==> src/rtl/cpu_pkg.sv <==
`default_nettype none
// +--------------------------------------------------------------------+
// | cpu_pkg : shared types for the 8-bit core PC / branch stage        |
// | Rev 1.0                                                            |
// +--------------------------------------------------------------------+
package cpu_pkg;

   localparam int PC_W = 10;

   typedef enum logic [1:0] {
      IDLE   = 2'd0,
      RUN    = 2'd1,
      HALTED = 2'd2
   } pc_state_t;

   typedef enum logic [1:0] {
      BR_AL = 2'd0,
      BR_EQ = 2'd1,
      BR_LT = 2'd2,
      BR_GE = 2'd3
   } br_cond_t;

endpackage
`default_nettype wire

==> src/rtl/branch_lut.sv <==
`default_nettype none
// +--------------------------------------------------------------------+
// | branch_lut : absolute branch-target table, 1 sync write, 1 comb rd |
// | Rev 1.0                                                            |
// +--------------------------------------------------------------------+
module branch_lut #(
   parameter int PC_W      = 10,
   parameter int LUT_DEPTH = 16,
   parameter int IDX_W     = 4
) (
   input  logic             clk,
   input  logic             reset,
   input  logic             wr_en,
   input  logic [IDX_W-1:0] wr_idx,
   input  logic [PC_W-1:0]  wr_data,
   input  logic [IDX_W-1:0] rd_idx,
   output logic [PC_W-1:0]  rd_data
);

   logic [PC_W-1:0] mem_q [LUT_DEPTH];
   logic [PC_W-1:0] mem_d [LUT_DEPTH];

   always_comb begin
      mem_d = mem_q;
      if (wr_en) begin
         mem_d[wr_idx] = wr_data;
      end
   end

   always_ff @(posedge clk or posedge reset) begin
      if (reset) begin
         for (int i = 0; i < LUT_DEPTH; i++) begin
            mem_q[i] <= '0;
         end
      end else begin
         mem_q <= mem_d;
      end
   end

   // Read returns the pre-edge contents, so a same-cycle write is not seen.
   assign rd_data = mem_q[rd_idx];

endmodule
`default_nettype wire

==> src/rtl/pc_branch_unit.sv <==
`default_nettype none
// +--------------------------------------------------------------------+
// | pc_branch_unit : PC sequencing, flag latch and branch resolution   |
// | Rev 1.0                                                            |
// +--------------------------------------------------------------------+
module pc_branch_unit #(
   parameter int PC_W      = cpu_pkg::PC_W,
   parameter int LUT_DEPTH = 16,
   parameter int IDX_W     = 4
) (
   input  logic             clk,
   input  logic             reset,
   input  logic             start,
   input  logic             stall,
   input  logic             halt,
   input  logic             cmp_valid,
   input  logic             alu_equal,
   input  logic             alu_less,
   input  logic             branch,
   input  logic [1:0]       br_cond,
   input  logic [IDX_W-1:0] br_idx,
   input  logic             lut_wr_en,
   input  logic [IDX_W-1:0] lut_wr_idx,
   input  logic [PC_W-1:0]  lut_wr_data,
   output logic [PC_W-1:0]  pc,
   output logic             eq_flag,
   output logic             lt_flag,
   output logic             taken,
   output logic             done
);

   import cpu_pkg::*;

   pc_state_t       state_q, state_d;
   logic [PC_W-1:0] pc_q, pc_d;
   logic            eq_q, eq_d;
   logic            lt_q, lt_d;
   logic            taken_q, taken_d;
   logic [PC_W-1:0] w_target;
   logic            w_cond_true;

   branch_lut #(
      .PC_W      (PC_W),
      .LUT_DEPTH (LUT_DEPTH),
      .IDX_W     (IDX_W)
   ) u_lut (
      .clk     (clk),
      .reset   (reset),
      .wr_en   (lut_wr_en),
      .wr_idx  (lut_wr_idx),
      .wr_data (lut_wr_data),
      .rd_idx  (br_idx),
      .rd_data (w_target)
   );

   // Conditions use the registered flags, never this cycle's ALU result.
   always_comb begin
      w_cond_true = 1'b0;
      case (br_cond_t'(br_cond))
         BR_AL: w_cond_true = 1'b1;
         BR_EQ: w_cond_true = eq_q;
         BR_LT: w_cond_true = lt_q;
         BR_GE: w_cond_true = ~lt_q;
      endcase
   end

   always_comb begin
      state_d = state_q;
      pc_d    = pc_q;
      eq_d    = eq_q;
      lt_d    = lt_q;
      taken_d = 1'b0;
      if (!stall) begin
         case (state_q)
            IDLE: begin
               pc_d = '0;
               if (start) begin
                  state_d = RUN;
               end
            end
            RUN: begin
               if (cmp_valid) begin
                  eq_d = alu_equal;
                  lt_d = alu_less;
               end
               if (halt) begin
                  state_d = HALTED;
               end else if (branch && w_cond_true) begin
                  pc_d    = w_target;
                  taken_d = 1'b1;
               end else begin
                  pc_d = pc_q + PC_W'(1);
               end
            end
            HALTED: begin
               if (start) begin
                  state_d = RUN;
                  pc_d    = '0;
                  eq_d    = 1'b0;
                  lt_d    = 1'b0;
               end
            end
            default: begin
               state_d = IDLE;
               pc_d    = '0;
            end
         endcase
      end
   end

   always_ff @(posedge clk or posedge reset) begin
      if (reset) begin
         state_q <= IDLE;
         pc_q    <= '0;
         eq_q    <= 1'b0;
         lt_q    <= 1'b0;
         taken_q <= 1'b0;
      end else begin
         state_q <= state_d;
         pc_q    <= pc_d;
         eq_q    <= eq_d;
         lt_q    <= lt_d;
         taken_q <= taken_d;
      end
   end

   assign pc      = pc_q;
   assign eq_flag = eq_q;
   assign lt_flag = lt_q;
   assign taken   = taken_q;
   assign done    = (state_q == HALTED);

endmodule
`default_nettype wire

==> config.mk <==
export PLATFORM = sky130hd
export DESIGN_NAME = pc_branch_unit
export DESIGN_NICKNAME = d
export VERILOG_FILES = /design/src/rtl/cpu_pkg.sv /design/src/rtl/branch_lut.sv /design/src/rtl/pc_branch_unit.sv
export SDC_FILE = /design/constraint.sdc
export NUM_CORES = 1
export LEC_CHECK = 0
export CAP_MARGIN = 20
export CORE_MARGIN = 8
export CORE_UTILIZATION = 60
export CTS_CLUSTER_DIAMETER = 100
export DETAILED_ROUTE_END_ITERATION = 12
export PLACE_DENSITY = 0.8
export SLEW_MARGIN = 20
export SYNTH_ARGS = -nofsm -noshare
export SYNTH_HDL_FRONTEND = slang
export SYNTH_HIERARCHICAL = 1
export SYNTH_SLANG_ARGS = --single-unit
==> constraint.sdc <==
create_clock -name clk -period 14.9 [get_ports clk]
set_input_delay 2.235 -clock clk [delete_from_list [all_inputs] [get_ports clk]]
set_output_delay 2.235 -clock clk [all_outputs]
set_load 0.005 [all_outputs]
After elaboration in Yosys (flattened, before gate mapping)
Index checks and enable logic that the tools add are counted.
Word-level totals
  register bits: 175
  latch bits: 0
  memory bits (writable): 0
  memory bits (read-only): 0
  input bits: 30
  output and inout port bits: 14
  memories: 0
Cells by class
  $add $sub $neg: 1
  multipliers: 0
  div/mod/pow operators: 0
  magnitude comparators: 3
  eq/ne operators: 10
  shift operators: 0
  mux-type cells: 23
  bitwise logic cells: 4
  reduce and logical (&&, ||, !) cells: 9
Operators by type and width (count)
  $bwmux 160: 1
  $mux 10: 6
  $bmux 10 s4: 1
  $demux 10 s4: 1
  $pmux 10 s2: 1
  $add 10x1->10 const B: 1
  $ge 5x5->1 const B: 2
  $not 4->5: 2
  $ne 2x2->1 const B: 4
  $mux 1: 7
  $eq 2x2->1 const B: 3
  $reduce_and 3->1: 2
  $lt 5x1->1 const B: 1
  $eq 2x1->1 const B: 2
  $logic_not 2->1: 2
  $mux 2: 2
  $pmux 1 s2: 2
  $pmux 1 s4: 1
  $pmux 2 s2: 1
  $reduce_and 4->1: 1
  $logic_and 1x1->1: 2
  $ne 2x1->1 const B: 1
  $not 1->1: 2
  $reduce_bool 2->1: 1
  $reduce_or 2->1: 1

Depth between registers and ports, before layout
Gate-level depths: netlist of run 1.
  depth in word-level cells: 7
  depth in mapped cells: 8

Modules after synthesis
Netlist of run 1, hierarchy kept.
Modules (own cells, without submodules)
  branch_lut: times used 1, cells each 452, area an instance 7407.1 um^2
  pc_branch_unit: times used 1, cells each 105, area an instance 955.9 um^2

Worst setup path before layout of run 1
No wires, ideal clock.
  path kind: input to register
  start point: input port br_idx[0]
  end point: register pc_q[0] (netlist: pc[0])
  data arrival time: 3.720 ns
  required time: 14.778 ns
  setup slack: 11.058 ns
  stages on the path: 6
  cell sequence: buf_2 -> mux4_2 -> a22oi_1 -> nand2_1 -> or2_1 -> a32o_1
Between the ends
  longest elaborated chain between the ends: 7
RTL lines
  start: declaration: RTL line pc_branch_unit.sv:21  | input logic [IDX_W-1:0] br_idx,
  $not 4->5 (implied by the code): RTL line branch_lut.sv:41  | assign rd_data = mem_q[rd_idx];
  $bmux 10 s4: RTL line branch_lut.sv:41
  $mux 10 (implied by the code) (2 in a row): RTL line branch_lut.sv:41
  via w_target[0]: RTL line pc_branch_unit.sv:39  | logic [PC_W-1:0] w_target;
  $mux 10: RTL line pc_branch_unit.sv:88  | end else if (branch && w_cond_true) begin
  $mux 10: RTL line pc_branch_unit.sv:86  | if (halt) begin
  $pmux 10 s2: RTL line pc_branch_unit.sv:74  | case (state_q)
  end signal: assignment: RTL line pc_branch_unit.sv:120  | pc_q <= pc_d;
  end: declaration: RTL line pc_branch_unit.sv:35  | logic [PC_W-1:0] pc_q, pc_d;
The timed path passes the listed nets, and every way through them passes these cells. The select of a mux whose other input is x is not followed.
A chain may end at the register's enable or synchronous reset.

Final worst setup path of run 1
  start point: input port lut_wr_idx[1]
  end point: register u_lut/mem_q[56] in the netlist's numbering
Between the ends
  longest elaborated chain between the ends: 6
RTL lines
  start: declaration: RTL line pc_branch_unit.sv:23  | input logic [IDX_W-1:0] lut_wr_idx,
  $not 4->5 (implied by the code) (*): RTL line branch_lut.sv:26  | mem_d[wr_idx] = wr_data;
  $ge 5x5->1 (implied by the code) / $lt 5x1->1 (equally long branches): RTL line branch_lut.sv:26
  $logic_and 1x1->1 (implied by the code): RTL line branch_lut.sv:26
  $mux 10 (implied by the code): RTL line branch_lut.sv:26
  $demux 10 s4 (*): RTL line branch_lut.sv:26
  $bwmux 160 (*): RTL line branch_lut.sv:26
  end signal: assignment: RTL line branch_lut.sv:36  | mem_q <= mem_d;
  end: declaration: RTL line branch_lut.sv:20  | logic [PC_W-1:0] mem_q [LUT_DEPTH];
Every way passes the cells marked *; elsewhere a longest branch is shown, timed or not.

==> impl_metrics.toml, run 1 <==
[yosys]
synth_area_leaders = "dfrtp_1 52%, mux2_2 16%, mux4_2 11%, mux2_4 5.4%, mux2_1 1.9%"
synth_fp_nets = 588
synth_cell_types = 57
syn_avg_cell_area_um2 = 15.0
synth_seq_area_share = 0.524
netlist_instances = 557
synth-seq-cells = 175
synth_ff_type = "dfrtp_1"
yosys_warnings = 6
mappedNetlistArea_mm2 = 0.00836
ys_async_sr_fraction = 1.00
synth_edf_count = 0
synth_area_leader_cell = "dfrtp_1"
synth_top_area_frac = 0.524

[worst_hold_path]
min_path_type = "flop to flop"

[global_route]
antenna_found_initial = 0
grt_use_total = 0.211
globalRouteOverflowTotal = 0
grt_pass1_vias = 5251
grt_pass1_wl_mm = 29.0
grt_max_degree = 90

[routing]
routedWlPerCell_um = 22.8
via_per_inst = 6.32
routed-wl-met3_mm = 1.03
ant_nets = 0
drcViolationCount = 0
dr.pass1.iters = 6
top_layer = "met4"
via_count = 4920
drtIter0Drc = 360
wl_met1_mm = 7.72
wl_met2_mm = 8.61
totalWireLength_mm = 17.8

[clocking]
holdBufCountCts = 0
cts_buffers = 17
cts_setup_buffers = 0
h-tree-depth = 4
clk_latency_ns = 0.43
cts_resized = 0
cts.sinks = 175
cts_tree = "built"
cts-root-buf = "clkbuf_16"
clockBufferDepth = 2
cts.clk_slew.worst_paths_ns = 0.06

[timing]
period_share = 0.279
setup_viol = 0
period_needed_ns = 4.16
final.setup.tns_ns = 0
whs_ns = 0.485
rsz0062_at_grt = "no"
skew_ns = 0.00756
slew_headroom = 0.273
hold_violations = 0
fmax_ghz = 0.241
worst_pin_slew_ns = 1.09
maxSlewViolCount = 0

[floorplanning]
ios = 44
chipHeight_um = 134
rows = 43
dieWidth_um = 134
fp.dieArea_mm2 = 0.0180
coreArea_mm2 = 0.0138
initial_core_util = 0.607

[setup_path]
crit_chain = "clkdlybuf4s50_1 > nor2b_1 > nor3b_2 > mux2_2"
critical_path.max_stage_delay_ns = 0.89
path_class = "input pin to flop"
critPathLaunchType = "input pin"
critPathCaptureType = "flop"
cp.required_ns = 15.21
cpMaxStageDelayCell = "nor3b_2"
crit_arrival_ns = 4.47
cp_max_fo = 10

[run]
cap_violations = 0

[pwr]
pwr-share-clk = 0.331
power_frac_seq = 0.475
switchingPower_uw = 341
vdd_drop_max_mv = 0.0937
p_int_mw = 1.01
p_comb_frac = 0.194
switching_share = 0.252
p_leak_nw = 4.11
finalPower_mw = 1.35
powerDensity_mw_per_mm2 = 143

[final_layout]
antennaDiodeCount = 0
drive_above_1_share = 0.400
area_growth_pct = 13.2
fin_nets = 616

[placement]
io_buffers = 43
routabilityCongestion = 0.789
dp_hpwl_mm = 11.2

[status]
status = "finished, final reports clean"
state kept, by name (all words and copies together) (netlist names):
name         cells
eq_flag          1
pc              10
u_lut/mem_q    160
lt_flag          1
state_q          2
taken            1
routing by layer:
metal,track usage,up-vias
li1,-,2142
met4,0.0873,0
met2,0.330,150
met1,0.278,2603
met3,0.0505,25
met5,0,-
cells in the mapped netlist, types with 3 or more instances:
| master | instances |
|---|---|
| a22oi_1 | 20 |
| a31oi_1 | 6 |
| buf_1 | 3 |
| buf_2 | 18 |
| buf_6 | 4 |
| clkbuf_1 | 12 |
| dfrtp_1 | 175 |
| inv_1 | 13 |
| mux2_1 | 14 |
| mux2_2 | 116 |
| mux2_4 | 30 |
| mux2i_1 | 7 |
| mux4_2 | 40 |
| nand2_1 | 18 |
| nand3_1 | 4 |
| nand4_1 | 3 |
| nor2_1 | 7 |
| nor2b_1 | 5 |
| nor4b_1 | 4 |
| o22ai_1 | 6 |
placed cells by master (no fill, tap or decap), types with 3 or more instances in the layout:
cell / Yosys / final
a22oi_1: 20 / 20
clkinvlp_4: 0 / 3
clkbuf_16: 0 / 17
nor2b_1: 5 / 5
mux2_1: 14 / 14
inv_6: 0 / 4
nand3_1: 4 / 4
a31oi_1: 6 / 6
dfrtp_1: 175 / 175
clkdlybuf4s50_1: 0 / 41
nor2_1: 7 / 7
nand4_1: 3 / 3
mux2_2: 116 / 116
inv_1: 13 / 12
mux2i_1: 7 / 7
nand2_1: 18 / 18
mux4_2: 40 / 40
buf_4: 2 / 4
o22ai_1: 6 / 6
clkinv_2: 0 / 3
mux2_4: 30 / 30
bufinv_16: 0 / 3
cells by family after synthesis:
family	Yosys count	share of synthesized area
xor+xnor	1	0.00105
buf+inv	52	0.0305
mux	207	0.345
flops	175	0.524
simple gates	72	0.0555
fa+ha+maj	1	0.00150
compound gates	49	0.0428
power by group through the flow:
stage          logic [mW]  registers (mW)  clock network, mW
5_1_grt             0.285           0.656              0.475
6_report            0.263           0.643              0.447
3_3_place_gp        0.252           0.640                  0
3_5_place_dp        0.263           0.649                  0
2_1_floorplan       0.208           0.628                  0
4_1_cts             0.265           0.642              0.455
per-stage QoR:
step	util	cell area [um2]	std cells	worst slack, ns
2_1_floorplan	-	8360	557	8.35
3_3_place_gp	0.643	8860	746	10.16
3_5_place_dp	0.644	8870	746	10.27
4_1_cts	0.687	9470	778	10.72
5_1_grt	0.688	9470	778	10.64
6_report	0.688	9470	778	10.74
critical path, delay by kind of cell:
kind	cells	cell delay [ns]
buffers and inverters	1	0.71
multiplexers	1	0.42
AND/OR/NAND/NOR	2	1.10
final cells by class:
cell class / count / area (um2)
Inverter: 13 / 53.8
Clock buffer: 19 / 433
Fill cell: 959 / 4300
Sequential cell: 175 / 4380
Tap cell: 180 / 225
Clock inverter: 13 / 163
Timing Repair Buffer: 48 / 462
Multi-Input combinational cell: 330 / 3750
final timing paths:
| kind | slack (ns) | startpoint | cells past startpoint | endpoint |
|---|---|---|---|---|
| setup / recovery | 10.74 | lut_wr_idx[1] | 4 | u_lut/mem_q[56] |
| max in group asynchronous | 11.39 | reset | 3 | u_lut/mem_q[95] |
| hold / removal | 0.49 | u_lut/mem_q[139] | 1 | u_lut/mem_q[139] |
| setup reg to reg | 13.12 | u_lut/mem_q[40] | 5 | pc[0] |
| hold reg to reg | 0.49 | u_lut/mem_q[139] | 1 | u_lut/mem_q[139] |
| min in group asynchronous | 2.32 | reset | 2 | state_q[0] |
Note: power is estimated with default switching activity, not from simulation.
==> run 2, diff against run 1 <==
CORE_UTILIZATION = 54   (was 60)
PLACE_DENSITY = 0.76   (was 0.8)
clock period = 3.4 ns   (was 14.9 ns; I/O delays follow)
==> run 2 against run 1 <==
Net effect:
- combinational power grew to 4.4 times the previous value
- non-clock buffer count up 20
- global-route usage decreased by 1.0 points
- critical endpoint is now pc[9]
==> impl_metrics.toml, run 2 (synthesis results as in run 1) <==
[routing]
drcViolationCount = 0
ant_nets = 0
drtIter0Drc = 361
routedWlPerCell_um = 23.1
via_count = 5002
via_per_inst = 6.21
dr.pass1.iters = 4
totalWireLength_mm = 18.6

[timing]
fmax_ghz = 0.440
maxSlewViolCount = 0
rsz0062_at_grt = "no"
period_needed_ns = 2.27
skew_ns = 0.00618
final.setup.tns_ns = 0
hold_violations = 0
worst_pin_slew_ns = 0.967
slew_headroom = 0.354
period_share = 0.669
setup_viol = 0

[clocking]
clk_latency_ns = 0.43
holdBufCountCts = 0
cts_tree = "built"
cts.sinks = 175
cts-root-buf = "clkbuf_16"
cts_resized = 0
h-tree-depth = 4
cts_buffers = 17
cts.clk_slew.worst_paths_ns = 0.06
clockBufferDepth = 2
cts_setup_buffers = 0

[final_layout]
drive_above_1_share = 0.416
nFillCells = 1091
final_common_cell = "dfrtp_1"
final_cell_mix = "175 x dfrtp_1, 116 x mux2_2, 41 x clkdlybuf4s50_1"
final_core_util = 0.634
largest_register = "u_lut/mem_q"
area_growth_pct = 14.8
largest_register_ffs = 160
antennaDiodeCount = 0
fin_nets = 636

[floorplanning]
rows = 45
ios = 44
dieWidth_um = 140
chipHeight_um = 140
coreArea_mm2 = 0.0151
fp.dieArea_mm2 = 0.0197
initial_core_util = 0.552

[global_route]
grt_use_total = 0.201
grt_max_degree = 45
antenna_found_initial = 0
grt_pass1_wl_mm = 30.3
grt_pass1_vias = 5423
globalRouteOverflowTotal = 0

[setup_path]
rr_startpoint = "u_lut/mem_q[40]"
cp.required_ns = 3.72
cp_max_fo = 19
crit_arrival_ns = 2.59
critPathLaunchType = "input pin"
critPathCaptureType = "flop"
path_class = "input pin to flop"
crit_path_start = "br_idx[0]"

[pwr]
vdd_drop_max_mv = 0.418
powerDensity_mw_per_mm2 = 609
p_leak_nw = 4.19

[worst_hold_path]
min_from = "u_lut/mem_q[132]"
min_path_type = "flop to flop"

[status]
status = "finished, final reports clean"

[placement]
routabilityCongestion = 0.834
io_buffers = 43
dp_hpwl_mm = 12.3

[run]
cap_violations = 0
==> run 2: cell count changes in the layout (fill, tap and decap cells not counted), moves of 2 or more <==
cell       previous run  this run
buf_12                0         2
buf_4                 4        23
bufinv_16             3         1
clkbuf_8              0         3
inv_6                 4         0
==> run 2: layer usage <==
layer	routed length [um]	track usage	vias up
met4	274	0.0663	0
met3	796	0.0442	22
met2	9200	0.329	116
met1	8330	0.260	2674
met5	0	0	-
li1	-	-	2190
==> run 2: worst max-delay path, cell delays in order <==
cell	delay (ns)
buf_2	0.52
buf_4	0.26
mux4_2	0.49
a22oi_1	0.33
nand2_1	0.10
inv_1	0.07
nor3_1	0.05
a211o_1	0.24
==> run 2: where the power goes <==
part	internal [mW]	total, mW	switching, mW
logic	0.736	1.16	0.427
registers	2.55	2.83	0.273
clock network	1.06	1.86	0.796
==> run 2: through the flow <==
stage | hold WS (ns) | std cells | worst slack (ns) | cell area (um2) | total power [mW]
after detailed placement | 0.471 | 774 | 0.684 | 9040 | 4.02
final | 0.483 | 806 | 1.13 | 9600 | 5.85
after global placement | 0.462 | 774 | 0.704 | 9040 | 3.94
after CTS | 0.483 | 806 | 1.13 | 9600 | 5.88
after floorplan | 0.411 | 557 | 0.861 | 8370 | 3.66
after global routing | 0.492 | 806 | 1.03 | 9600 | 6.11
==> run 2: path summary, 6_finish.rpt <==
| path | end | depth (start not counted) | slack [ns] |
|---|---|---|---|
| min | u_lut/mem_q[132] | 1 | 0.48 |
| max in group asynchronous | u_lut/mem_q[151] | 3 | 1.93 |
| max | pc[9] | 8 | 1.13 |
| min reg2reg | u_lut/mem_q[132] | 1 | 0.48 |
| min in group asynchronous | pc[7] | 2 | 0.53 |
| max reg2reg | pc[0] | 5 | 1.48 |
==> run 2: final cells by class <==
type	instances	area, um2	share of cell area
Sequential cell	175	4380	0.456
Multi-Input combinational cell	330	3740	0.390
Inverter	13	52.6	0.00547
Clock buffer	23	478	0.0498
Clock inverter	9	85.1	0.00886
Timing Repair Buffer	68	633	0.0659
Tap cell	188	235	0.0245
==> run 3, diff against run 2 <==
CORE_UTILIZATION = 60   (was 54)
PLACE_DENSITY = 0.8   (was 0.76)
clock period = 2.15 ns   (was 3.4 ns; I/O delays follow)
==> run 3 against run 2 <==
Net effect:
- cell count increased by 1.2%
- sequential share of layout area decreased by 1.6 points
- wire length increased by 3.2%
- register-to-register slack got worse by 1.1 ns
- critical endpoint is now done
- via count increased by 4.2%
- largest cell class unchanged
- first-iteration DRC count increased by 22%
- critical path type is now flop to output port
==> impl_metrics.toml, run 3 (synthesis results as in run 1) <==
[timing]
maxSlewViolCount = 0
skew_ns = 0.00805
setup_viol = 0
finalWorstSetupSlack_ns = 0.233
period_share = 0.892
slew_headroom = 0.545
rsz0062_at_grt = "no"
worst_pin_slew_ns = 0.680
whs_ns = 0.304
fmax_ghz = 0.522
final.setup.tns_ns = 0
hold_violations = 0
period_needed_ns = 1.92

[final_layout]
final_area_mm2 = 0.00994
final_common_cell = "dfrtp_1"
fin_cells = 816
nFillCells = 876
drive_above_1_share = 0.439
largest_register_ffs = 160
final_cell_mix = "175 x dfrtp_1, 116 x mux2_2, 41 x clkdlybuf4s50_1"
final_core_util = 0.722
fin_nets = 654
largest_register = "u_lut/mem_q"
area_growth_pct = 18.9
antennaDiodeCount = 0

[global_route]
globalRouteOverflowTotal = 0
antenna_found_initial = 0
grt_pass1_vias = 5610
grt_use_total = 0.227
grt_pass1_wl_mm = 31.2
grt_max_degree = 57

[clocking]
cts.clk_slew.worst_paths_ns = 0.07
cts_tree = "built"
clockBufferDepth = 2
cts-root-buf = "clkbuf_16"
clk_latency_ns = 0.43
h-tree-depth = 4
cts_buffers = 17
cts.sinks = 175
holdBufCountCts = 0
cts_setup_buffers = 0
cts_resized = 0

[setup_path]
crit_arrival_ns = 1.59
reg2regPathDepth = 5
critPathLaunchType = "flop"
r2r_slack_ns = 0.42
r2r-end = "pc[0]"
critical_path.max_stage_delay_ns = 0.51
cpMaxStageDelayCell = "clkdlybuf4s50_1"
rr_startpoint = "u_lut/mem_q[40]"
critPathCaptureType = "output port"
cp.required_ns = 1.83
path_class = "flop to output port"
crit_chain = "nor2b_1 > clkdlybuf4s50_1"
cp_max_fo = 9

[pwr]
powerDensity_mw_per_mm2 = 964
vdd_drop_max_mv = 0.784
finalPower_mw = 9.59
p_leak_nw = 4.37

[routing]
dr.pass1.iters = 5
ant_nets = 0
via_count = 5214
totalWireLength_mm = 19.2
routedWlPerCell_um = 23.5
via_per_inst = 6.39
drcViolationCount = 0
drtIter0Drc = 439

[placement]
io_buffers = 43
pre_cts_ws_ns = -0.0387
dp_hpwl_mm = 13.2
routabilityCongestion = 0.886
dp_cells = 784
place_area_mm2 = 0.00933

[floorplanning]
coreArea_mm2 = 0.0138
initial_core_util = 0.607
fp.dieArea_mm2 = 0.0180
ios = 44
chipHeight_um = 134
rows = 43
dieWidth_um = 134

[status]
status = "finished, final reports clean"

[worst_hold_path]
min_path_type = "input pin to async pin"

[run]
cap_violations = 0
run 3: changes by cell type in the layout (fill, tap and decap cells not counted), sizes merged:
| cell | change |
|---|---|
| buf | +18 |
| bufinv | +1 |
| clkbuf | -2 |
| clkinv | -1 |
| clkinvlp | -1 |
| inv | +3 |
run 3: per-layer routing:
layer  vias to the layer above  wire [um]  global-route usage
li1                       2232          -                   -
met5                         -          0                   0
met1                      2769       8210               0.297
met4                         0        416              0.0898
met2                       183       9380               0.354
met3                        30       1190              0.0632
run 3: worst max-delay path, delay by kind of cell, from the launching register on:
family	cells	cell delay (ns)
buffers and inverters	1	0.51
DFF	1	0.49
and+or+nand+nor	1	0.17
run 3: cell type report:
| class | instances | area (um2) | area share |
|---|---|---|---|
| clock buffers | 21 | 480 | 0.0483 |
| clock inverters | 11 | 129 | 0.0130 |
| inverters | 13 | 52.6 | 0.00529 |
| multi-input cells | 330 | 3750 | 0.377 |
| flip-flops and latches | 175 | 4380 | 0.440 |
| well taps | 180 | 225 | 0.0227 |
| repair buffers | 86 | 931 | 0.0936 |
run 3: power breakdown:
group	leakage, nW	total, mW	internal, mW	switching, mW
combinational	1.91	1.99	1.22	0.766
clock	0.296	3.13	1.84	1.28
sequential	2.16	4.47	4.04	0.435
run 3: how the worst max path moves through the flow:
stage	slack [ns]	to	start
after floorplan	-0.20	u_lut/mem_q[0]	reset
after global placement	0.04	u_lut/mem_q[152]	lut_wr_idx[2]
after detailed placement	-0.04	u_lut/mem_q[35]	lut_wr_idx[1]
after CTS	0.20	done	state_q[1]
after global routing	0.12	done	state_q[1]
final	0.23	done	state_q[1]
==> RTL edit (flow settings as in run 2) <==
Take the reset off `pc_q` and load it in a clocked block of its own.
--- a/src/rtl/pc_branch_unit.sv
+++ b/src/rtl/pc_branch_unit.sv
@@ -113,3 +113,2 @@
          state_q <= IDLE;
-         pc_q    <= '0;
          eq_q    <= 1'b0;
@@ -119,3 +118,2 @@
          state_q <= state_d;
-         pc_q    <= pc_d;
          eq_q    <= eq_d;
@@ -124,2 +122,6 @@
       end
+   end
+
+   always_ff @(posedge clk) begin
+      pc_q <= pc_d;
    end
Function: differs if reset is asserted again (counterexample within 4 cycles, from zero or initial values and one cycle with reset high); with reset held inactive, the same outputs for 4 cycles.
==> RTL edit against run 2 <==
First-iteration DRC count down 25%; clock power up 2%; synthesized area down 0.90%; core utilization down 0.10 points; final area down 0.53%; sequential cell count unchanged; routed wire length down 0.85%; setup slack better by 0.0055 ns; global-route usage down 0.33 points; power up 2.5%.
==> RTL edit: results (changes against run 2) <==
Yosys
  – Post-synthesis sequential area ratio: 53.4% (+1.1 points)
  – Largest cells by area after synthesis: dfrtp_1 (50%), mux2_2 (16%), mux4_2 (11%)
  – Post-synthesis adder-cell area fraction: 0.151% (+0.0014 points)
  – Synth unique cells: 44 (-23%)
  – Synth Net Count: 572 (-2.7%)
  – Synthesized area per cell: 15.3 um^2 (+2.0%)
  – Synthesized-area fraction occupied by xor and xnor cells: 0.951% (+0.85 points)
  – Mux share of post-synthesis cell area: 34.1% (-0.41 points)
  – Synth cell count leaders: dfrtp_1 (165), mux2_2 (116), mux4_2 (40), mux2_4 (30)
  – Post-synth EDFFs: 10 (+10)
  – Synth warnings: 6 (unchanged)
  – Synth Area in Compound Gates: 3.76% (-0.52 points)
  – Async SR Flop Fraction: 94.3% (-5.7 points)

Clocking
  – Post-cts resize count: 0 (unchanged)
  – # Post-CTS Setup Buffers: 0 (unchanged)
  – Clk_lat worst skew: 0.43 ns (about the same)
  – Worst-path clk slew: 0.06 ns (about the same)
  – Root Driver: clkbuf_16
  – Sink Count: 175 (unchanged)
  – CTS Buffer Depth: 2 (unchanged)
  – TritonCTS Buffers: 17 (unchanged)

Final layout
  – N_diodes: 0 (unchanged)
  – Clock-cell share of area: 6.08% (+0.21 points)
  – Bufs w/o clock: 65 (-4.4%)
  – Multi-In Gates: 325 (-1.5%)
  – Register area: 4430 um^2 (+1.1%)
  – Non-clk buf share: 6.52% (-0.069 points)
  – Layout Nets: 620 (-2.5%)
  – Filler cells: 1093 (+0.18%)
  – Non-clk invs: 5 (-8)
  – Layout cell share with drive strength beyond 1: 43.0% (+1.4 points)
  – Multi-input logic area: 3660 um^2 (-2.1%)

Placement
  – Placed cell count: 758 (-2.1%)
  – Pre-CTS setup slack: 0.704 ns (+0.0192 ns)
  – I/O Buffers: 43 (unchanged)
  – GP Congestion: 0.768 (-7.9%)
  – DP HPWL: 12000 um (-2.7%)

Critical path
  – WP data arrival: 2.41 ns (-0.18 ns)
  – Slowest stage delay, CP: 0.46 ns (-0.06 ns)
  – Top delay family on crit path: buffers and inverters
  – Slowest-stage cell, CP: buf_2
  – Critical Path Fanout Max: 17 (-2)

Global route
  – Met1 GRT Util: 26.3% (+0.33 points)
  – GR Util met2: 30.5% (-2.4 points)
  – M3 GR Usage: 4.41% (-0.0055 points)
  – Vias in the first global route: 5221 (-3.7%)
  – Overall Global Routing Usage: 19.7% (-0.33 points)
  – Largest net degree at the start of global routing: 62 (+38%)
  – First-pass GRT wire length: 29500 um (-2.5%)

STA
  – Final Hold Fails: 0 (unchanged)
  – Worst Skew: 0.00540 ns (-0.000778 ns)
  – Max_slew headroom: 47.0% (+12 points)

Power
  – Max VDD drop: 0.000363 V (-13%)
  – P_leak: 0.00409 uW (-2.5%)

Route
  – Number of DRC markers in iteration 0: 270 (-25%)
  – DRT Wirelength: 18400 um (-0.85%)
  – Drt wl/cell: 23.3 um (+1.2%)
  – Vias per cell: 6.14 (-1.1%)

Hold path
  – Hold WC Path Type: input port to async pin

Outcome
  – Status: finished clean
-- RTL edit: per-layer routing --
layer	share of wire, %	wire (um)	vias up
li1	-	-	2113
met1	44	8090	2552
met2	48	8880	152
met3	5.2	950	34
met4	2.8	524	0
met5	0	0	-
-- RTL edit: kinds of logic after synthesis --
family,after synthesis
simple gates,71
compound gates,43
flops,175
mux,201
buf+inv,41
xor+xnor,9
fa+ha+maj,1
-- RTL edit: worst paths after layout --
| kind | endpoint | cells after the start | startpoint | slack [ns] |
|---|---|---|---|---|
| setup / recovery | pc[5] | 7 | br_idx[1] | 1.13 |
| setup reg to reg | pc[5] | 5 | u_lut/mem_q[125] | 1.53 |
| hold reg to reg | u_lut/mem_q[137] | 1 | u_lut/mem_q[137] | 0.48 |
| hold / removal | taken | 2 | reset | 0.40 |
| max in group asynchronous | u_lut/mem_q[109] | 3 | reset | 2.00 |
| min in group clk | u_lut/mem_q[137] | 1 | u_lut/mem_q[137] | 0.48 |
-- RTL edit: stage by stage --
stage / power (uW) / hold slack, ns / instance area (um^2)
CTS: 6030 / 0.396 / 9550
global placement: 4040 / 0.462 / 8970
floorplan: 3740 / 0.289 / 8290
global route: 6260 / 0.424 / 9550
finish: 5990 / 0.399 / 9550
detailed placement: 4130 / 0.471 / 8970
-- RTL edit: power breakdown --
| group | leakage, uW | total [uW] | switching [uW] | internal [uW] |
|---|---|---|---|---|
| combinational | 0.00168 | 1220 | 462 | 757 |
| sequential | 0.00213 | 2880 | 281 | 2600 |
| clock | 0.000280 | 1900 | 791 | 1110 |
